$ cat config.mk
export PLATFORM = sky130hd
export DESIGN_NAME = neopixel_frame_driver_flat
export DESIGN_NICKNAME = d
export VERILOG_FILES = /design/src/rtl/neopixel_frame_driver_if.sv /design/src/rtl/neopixel_frame_driver.sv /design/src/flat_wrapper.sv
export SDC_FILE = /design/constraint.sdc
export NUM_CORES = 1
export LEC_CHECK = 0
export CORE_MARGIN = 3
export CORE_UTILIZATION = 60
export DETAILED_ROUTE_END_ITERATION = 8
export PLACE_DENSITY = 0.78
export SYNTH_ARGS = -nofsm -noshare
export SYNTH_HDL_FRONTEND = slang
export SYNTH_SLANG_ARGS = --single-unit
$ cat constraint.sdc
create_clock -name clock -period 6.53 [get_ports clock]
set_input_delay 1.306 -clock clock [delete_from_list [all_inputs] [get_ports clock]]
set_output_delay 1.306 -clock clock [all_outputs]
set_load 0.01 [all_outputs]
$ cat src/rtl/neopixel_frame_driver_if.sv
// Pixel-buffer write port and frame handshake between game logic and the
// WS2812 frame driver.
//   pixel_we/pixel_addr/pixel_grb : buffer write (colour is {G,R,B})
//   send                          : level-sampled frame request
//   busy/done                     : frame-in-progress level, completion pulse
// master = game logic, slave = frame driver.
interface neopixel_frame_driver_if #(
  parameter int NUM_PIXELS = 8,
  parameter int AW         = (NUM_PIXELS > 1) ? $clog2(NUM_PIXELS) : 1
);
  logic          pixel_we;
  logic [AW-1:0] pixel_addr;
  logic [23:0]   pixel_grb;
  logic          send;
  logic          busy;
  logic          done;

  modport master (
    output pixel_we, pixel_addr, pixel_grb, send,
    input  busy, done
  );

  modport slave (
    input  pixel_we, pixel_addr, pixel_grb, send,
    output busy, done
  );
endinterface

$ cat src/rtl/neopixel_frame_driver.sv
// WS2812 frame serializer. Holds NUM_PIXELS GRB colours and, on send,
// shifts them out MSB first, pixel 0 first, as fixed-period high/low bit
// cells, followed by a low latch gap.
//   clock    : system clock (50 MHz nominal)
//   reset    : asynchronous, active low; clears buffer and FSM
//   bus      : slave side of neopixel_frame_driver_if
//   neo_data : registered serial line to the strip
module neopixel_frame_driver #(
  parameter int NUM_PIXELS   = 8,
  parameter int T0H_CYCLES   = 20,
  parameter int T1H_CYCLES   = 40,
  parameter int BIT_CYCLES   = 63,
  parameter int LATCH_CYCLES = 3000
) (
  input  logic                     clock,
  input  logic                     reset,
  neopixel_frame_driver_if.slave   bus,
  output logic                     neo_data
);

  localparam int PW   = (NUM_PIXELS > 1) ? $clog2(NUM_PIXELS) : 1;
  localparam int MAXC = (BIT_CYCLES > LATCH_CYCLES) ? BIT_CYCLES : LATCH_CYCLES;
  localparam int CW   = (MAXC > 1) ? $clog2(MAXC) : 1;

  localparam logic [CW-1:0] BIT_LAST   = CW'(BIT_CYCLES - 1);
  localparam logic [CW-1:0] LATCH_LAST = CW'(LATCH_CYCLES - 1);
  localparam logic [CW-1:0] T0H_LAST   = CW'(T0H_CYCLES - 1);
  localparam logic [CW-1:0] T1H_LAST   = CW'(T1H_CYCLES - 1);
  localparam logic [PW-1:0] PIX_LAST   = PW'(NUM_PIXELS - 1);

  typedef enum logic [1:0] {S_IDLE, S_HIGH, S_LOW, S_LATCH} state_t;

  state_t                         state, state_nx;
  logic [CW-1:0]                  cnt;
  logic [4:0]                     bit_idx;
  logic [PW-1:0]                  pix_idx;
  logic [NUM_PIXELS-1:0][23:0]    buf_q;

  logic          cur_bit;
  logic [CW-1:0] hi_last;
  logic          last_bit, last_pix;
  logic          neo_nx, busy_nx, done_nx;

  assign cur_bit  = buf_q[pix_idx][bit_idx];
  assign hi_last  = cur_bit ? T1H_LAST : T0H_LAST;
  assign last_bit = (bit_idx == 5'd0);
  assign last_pix = (pix_idx == PIX_LAST);

  // Buffer is only writable between frames so a frame never mixes colours.
  always_ff @(posedge clock or negedge reset) begin
    if (!reset) begin
      buf_q <= '0;
    end else if (state == S_IDLE && bus.pixel_we &&
                 32'(bus.pixel_addr) < 32'(NUM_PIXELS)) begin
      buf_q[bus.pixel_addr] <= bus.pixel_grb;
    end
  end

  // State register
  always_ff @(posedge clock or negedge reset) begin
    if (!reset) state <= S_IDLE;
    else        state <= state_nx;
  end

  // Next state
  always_comb begin
    state_nx = state;
    case (state)
      S_IDLE:  if (bus.send) state_nx = S_HIGH;
      S_HIGH:  if (cnt == hi_last) state_nx = S_LOW;
      S_LOW:   if (cnt == BIT_LAST) state_nx = (last_bit && last_pix) ? S_LATCH : S_HIGH;
      S_LATCH: if (cnt == LATCH_LAST) state_nx = S_IDLE;
      default: state_nx = S_IDLE;
    endcase
  end

  // One counter spans HIGH and LOW of a bit cell, so the cell length is
  // BIT_CYCLES regardless of where the high/low split falls.
  always_ff @(posedge clock or negedge reset) begin
    if (!reset) begin
      cnt     <= '0;
      bit_idx <= '0;
      pix_idx <= '0;
    end else begin
      case (state)
        S_IDLE: begin
          cnt     <= '0;
          pix_idx <= '0;
          bit_idx <= bus.send ? 5'd23 : 5'd0;
        end
        S_HIGH: cnt <= cnt + 1'b1;
        S_LOW: begin
          if (cnt == BIT_LAST) begin
            cnt <= '0;
            if (last_bit) begin
              bit_idx <= 5'd23;
              if (!last_pix) pix_idx <= pix_idx + 1'b1;
            end else begin
              bit_idx <= bit_idx - 1'b1;
            end
          end else begin
            cnt <= cnt + 1'b1;
          end
        end
        S_LATCH: cnt <= cnt + 1'b1;
        default: cnt <= '0;
      endcase
    end
  end

  // Outputs decoded from the next state and registered, so the line is
  // glitch-free and done lands on the first IDLE cycle.
  always_comb begin
    neo_nx  = (state_nx == S_HIGH);
    busy_nx = (state_nx != S_IDLE);
    done_nx = (state == S_LATCH) && (state_nx == S_IDLE);
  end

  always_ff @(posedge clock or negedge reset) begin
    if (!reset) begin
      neo_data <= 1'b0;
      bus.busy <= 1'b0;
      bus.done <= 1'b0;
    end else begin
      neo_data <= neo_nx;
      bus.busy <= busy_nx;
      bus.done <= done_nx;
    end
  end

endmodule

$ cat src/flat_wrapper.sv
// flat-port wrapper written by rule: the top's interface ports become plain ports
module neopixel_frame_driver_flat 
#(
  parameter int NUM_PIXELS   = 8,
  parameter int T0H_CYCLES   = 20,
  parameter int T1H_CYCLES   = 40,
  parameter int BIT_CYCLES   = 63,
  parameter int LATCH_CYCLES = 3000
)
  (clock, reset, neo_data, bus_pixel_we, bus_pixel_addr, bus_pixel_grb, bus_send, bus_busy, bus_done);
  neopixel_frame_driver_if #(.NUM_PIXELS(NUM_PIXELS)) bus_i ();
  input  logic clock;
  input  logic reset;
  output logic neo_data;
  input wire logic [$bits(bus_i.pixel_we)-1:0] bus_pixel_we;
  input wire logic [$bits(bus_i.pixel_addr)-1:0] bus_pixel_addr;
  input wire logic [$bits(bus_i.pixel_grb)-1:0] bus_pixel_grb;
  input wire logic [$bits(bus_i.send)-1:0] bus_send;
  output wire logic [$bits(bus_i.busy)-1:0] bus_busy;
  output wire logic [$bits(bus_i.done)-1:0] bus_done;
  assign bus_i.pixel_we = bus_pixel_we;
  assign bus_i.pixel_addr = bus_pixel_addr;
  assign bus_i.pixel_grb = bus_pixel_grb;
  assign bus_i.send = bus_send;
  assign bus_busy = bus_i.busy;
  assign bus_done = bus_i.done;
  neopixel_frame_driver #(.NUM_PIXELS(NUM_PIXELS), .T0H_CYCLES(T0H_CYCLES), .T1H_CYCLES(T1H_CYCLES), .BIT_CYCLES(BIT_CYCLES), .LATCH_CYCLES(LATCH_CYCLES)) u_core (.clock(clock), .reset(reset), .bus(bus_i), .neo_data(neo_data));
endmodule
==> flow_metrics.env <==
export IMPL_clock_sinks=217
export IMPL_place_area_um2=10600
export IMPL_syn_area_per_cell_um2=14.5
export IMPL_cp_slowest_cell="dfrtp_2"
export IMPL_rows=46
export IMPL_worstMarginPinSlew_ns=1.22
export IMPL_ant_nets=0
export IMPL_rsz0062_at_grt="false"
export IMPL_r2r_slack_ns=3.04
export IMPL_die_w_um=135
export IMPL_antennaDiodeCount=0
export IMPL_numCtsBuffers=23
export IMPL_yosys_area_top_type_share_pct=54.1
export IMPL_skew_ns=0.0145
export IMPL_reg2reg_depth=9
export IMPL_start_util_pct=62.3
export IMPL_final_setup_viol_count=0
export IMPL_internal_power_w=0.00347
export IMPL_crit_top_cell="mux2i_1"
export IMPL_fillerInstances=1086
export IMPL_busiest_layer="met2"
export IMPL_period_minus_slack_ns=3.49
export IMPL_crit_start="u_core.pix_idx[1]"
export IMPL_first_iter_violations=347
export IMPL_post_route_period_util_pct=53.5
export IMPL_min_from="u_core.cnt[0]"
export IMPL_timing_rr_start="u_core.pix_idx[1]"
export IMPL_status="complete, no violations"
export IMPL_hp_class="register to register"
export IMPL_die_y_um=135
export IMPL_grtUsageTotal_pct=24.4
export IMPL_synthTopCellsByCount="217 x dfrtp_1, 197 x mux2_2, 45 x mux4_2"
export IMPL_critPathArrivalTime_ns=3.86
export IMPL_hold_viol_final=0
export IMPL_synth_cells=691
export IMPL_relSlewSlack_pct=18.6
export IMPL_tns_ns=0
export IMPL_pin_count=34
export IMPL_drt_total_wl_um=21500
export IMPL_sw_frac_of_total_pct=27.9
export IMPL_startpoint_type="register"
export IMPL_power_density_nw_per_um2=425
export IMPL_required_ns=6.90
export IMPL_htree_levels=1
export IMPL_grt_overflow_total=0
export IMPL_use_met1_pct=34.8
export IMPL_power_switching_w=0.00134
export IMPL_end_kind="register"
export IMPL_synthToLayoutAreaGrowth_pct=12.7
export IMPL_grtUsageMet2_pct=39.2
export IMPL_vdd_drop_max_v=0.000268
export IMPL_seqPwrFrac_pct=47.5
export IMPL_grt_pass1_vias=6404
export IMPL_maxCapViolCount=0
export IMPL_yosys_warnings=0
export IMPL_ctsHoldBuffers=0
export IMPL_synth_top_area_cell="dfrtp_1"
export IMPL_async_flop_share_pct=100
export IMPL_synth_edff_count=0
export IMPL_crit_type="register to register"
export IMPL_gp_congestion=0.848
export IMPL_first_pass_iters=5
export IMPL_grt_pass1_wl_um=35200
export IMPL_antenna_found_initial=0
export IMPL_r2r_end="u_core.neo_data"
export IMPL_synth_distinct_cells=54
export IMPL_cp_endpoint="u_core.neo_data"
export IMPL_cpPeakStageDelay_ns=0.72
export IMPL_clockBufferDepth=3
export IMPL_grt_max_degree=83
export IMPL_cts_tree="done"
export IMPL_coreArea_um2=16100
export IMPL_synth_seq_cells=217
export IMPL_vias_per_cell=6.37
export IMPL_wl_per_cell_um=22.5
export IMPL_clock_latency_ns=0.51
export IMPL_synthTopCellsByArea="dfrtp_1 54%, mux2_2 22%, mux4_2 10%"
export IMPL_dp_hpwl_um=12800
export IMPL_cts_root_buf="clkbuf_16"
export IMPL_yosysMostFrequentCell="dfrtp_1"
export IMPL_routed_via_count=6074
export IMPL_max_freq_mhz=286
export IMPL_netlist_area_um2=10000
export IMPL_ys_flop_type="dfrtp_1"
export IMPL_clockPowerShare_pct=26.8
export IMPL_synth_net_count=727
export IMPL_drive_gt1_share_pct=41.1
export IMPL_cts_clk_slew_worst_paths_ns=0.06
export IMPL_portBuffers=33
export IMPL_p_leak_nw=5.14
export IMPL_slew_violations=0
export IMPL_post_cts_buffers=0
export IMPL_worstPathCellList="buf_4 -> mux4_2 -> mux2i_1 -> mux2i_1 -> o211ai_1 -> a31oi_1 -> or3_1 -> a21oi_1 -> o32ai_1"
export IMPL_final_cell_area_um2=11300
export IMPL_seq_area_frac_synth_pct=54.1
export IMPL_drc=0
export IMPL_nets=758
export IMPL_cp_max_fo=33
export IMPL_combPwrFrac_pct=25.6
export IMPL_cts_resized=0
export IMPL_die_area_um2=18300
export IMPL_use_met3_pct=4.61
[area by class of cell]
cell class	instances	area [um^2]	share of cell area (%)
Tap cell	216	270	2.39
Multi-Input combinational cell	425	4390	38.8
Inverter	8	30.0	0.265
Clock buffer	31	676	5.97
Timing Repair Buffer	47	439	3.88
Sequential cell	217	5430	48.0
Clock inverter	10	81.3	0.719
[worst min path at each step]
stage	endpoint	cells past startpoint
finish	u_core.cnt[0]	1
global route	u_core.cnt[0]	1
CTS	u_core.cnt[0]	1
detailed placement	u_core.cnt[0]	1
global placement	u_core.cnt[0]	1
floorplan	u_core.cnt[0]	1
[power groups by stage]
| stage | combinational (W) | clock, W | sequential [W] |
|---|---|---|---|
| 2_1_floorplan | 0.000983 | 0 | 0.00216 |
| 3_3_place_gp | 0.00117 | 0 | 0.00225 |
| 3_5_place_dp | 0.00123 | 0 | 0.00230 |
| 4_1_cts | 0.00125 | 0.00131 | 0.00228 |
| 5_1_grt | 0.00135 | 0.00136 | 0.00235 |
| 6_report | 0.00123 | 0.00129 | 0.00229 |
[layout by cell type, fill, tap and decap left out, types with 6 or more instances in the layout]
master,count
dfrtp_1,215
mux2_2,197
mux4_2,45
nor2_1,33
clkdlybuf4s50_1,32
nand2_1,26
clkbuf_16,23
mux2i_1,15
buf_4,14
nand3_1,12
nor2b_1,8
clkbuf_8,8
a21oi_1,7
clkinv_2,7
and3_1,6
o21ai_0,6
inv_1,6
xor2_1,6
[worst max-delay path, delay by kind of cell, from the launching register on]
| kind | cells | cell delay [ns] |
|---|---|---|
| AOI/OAI and AO/OA | 4 | 0.81 |
| buffers and inverters | 1 | 0.55 |
| DFF | 1 | 0.72 |
| muxes | 3 | 0.86 |
| and+or+nand+nor | 1 | 0.40 |
[metrics by stage]
step	instances	setup slack, ns	hold WS, ns	utilization, %	total power [W]
after floorplan	691	3.55	0.455	-	0.00314
after global placement	913	3.07	0.469	65.5	0.00342
after detailed placement	913	3.04	0.476	65.5	0.00353
after CTS	954	3.04	0.484	70.2	0.00484
after global routing	954	2.80	0.501	70.2	0.00507
final	954	3.04	0.482	70.2	0.00481
[routing by layer]
layer,vias to the layer above,wire length [um]
met4,0,515
met1,3221,9410
met5,-,0
met2,185,10300
li1,2629,-
met3,39,1230
[kinds of logic (layout without fill, tap and decap cells)]
group,count (synthesis),in the layout,synth area share (%)
muxes,258,258,33.9
DFF,217,217,54.1
and+or+nand+nor,109,109,5.24
buffers and inverters,49,96,2.25
AOI/OAI and AO/OA,43,43,3.03
xor gates and xnor gates,10,10,0.872
adders and majority gates,5,5,0.623
[state kept, by name, summed over array words and instances (netlist names)]
register / count
u_core.neo_data: 1
u_core.cnt: 12
u_core.state: 2
u_core.bus.busy: 1
u_core.pix_idx: 3
u_core.bit_idx: 5
u_core.buf_q: 192
u_core.bus.done: 1
(Power assumes the default switching activity.)
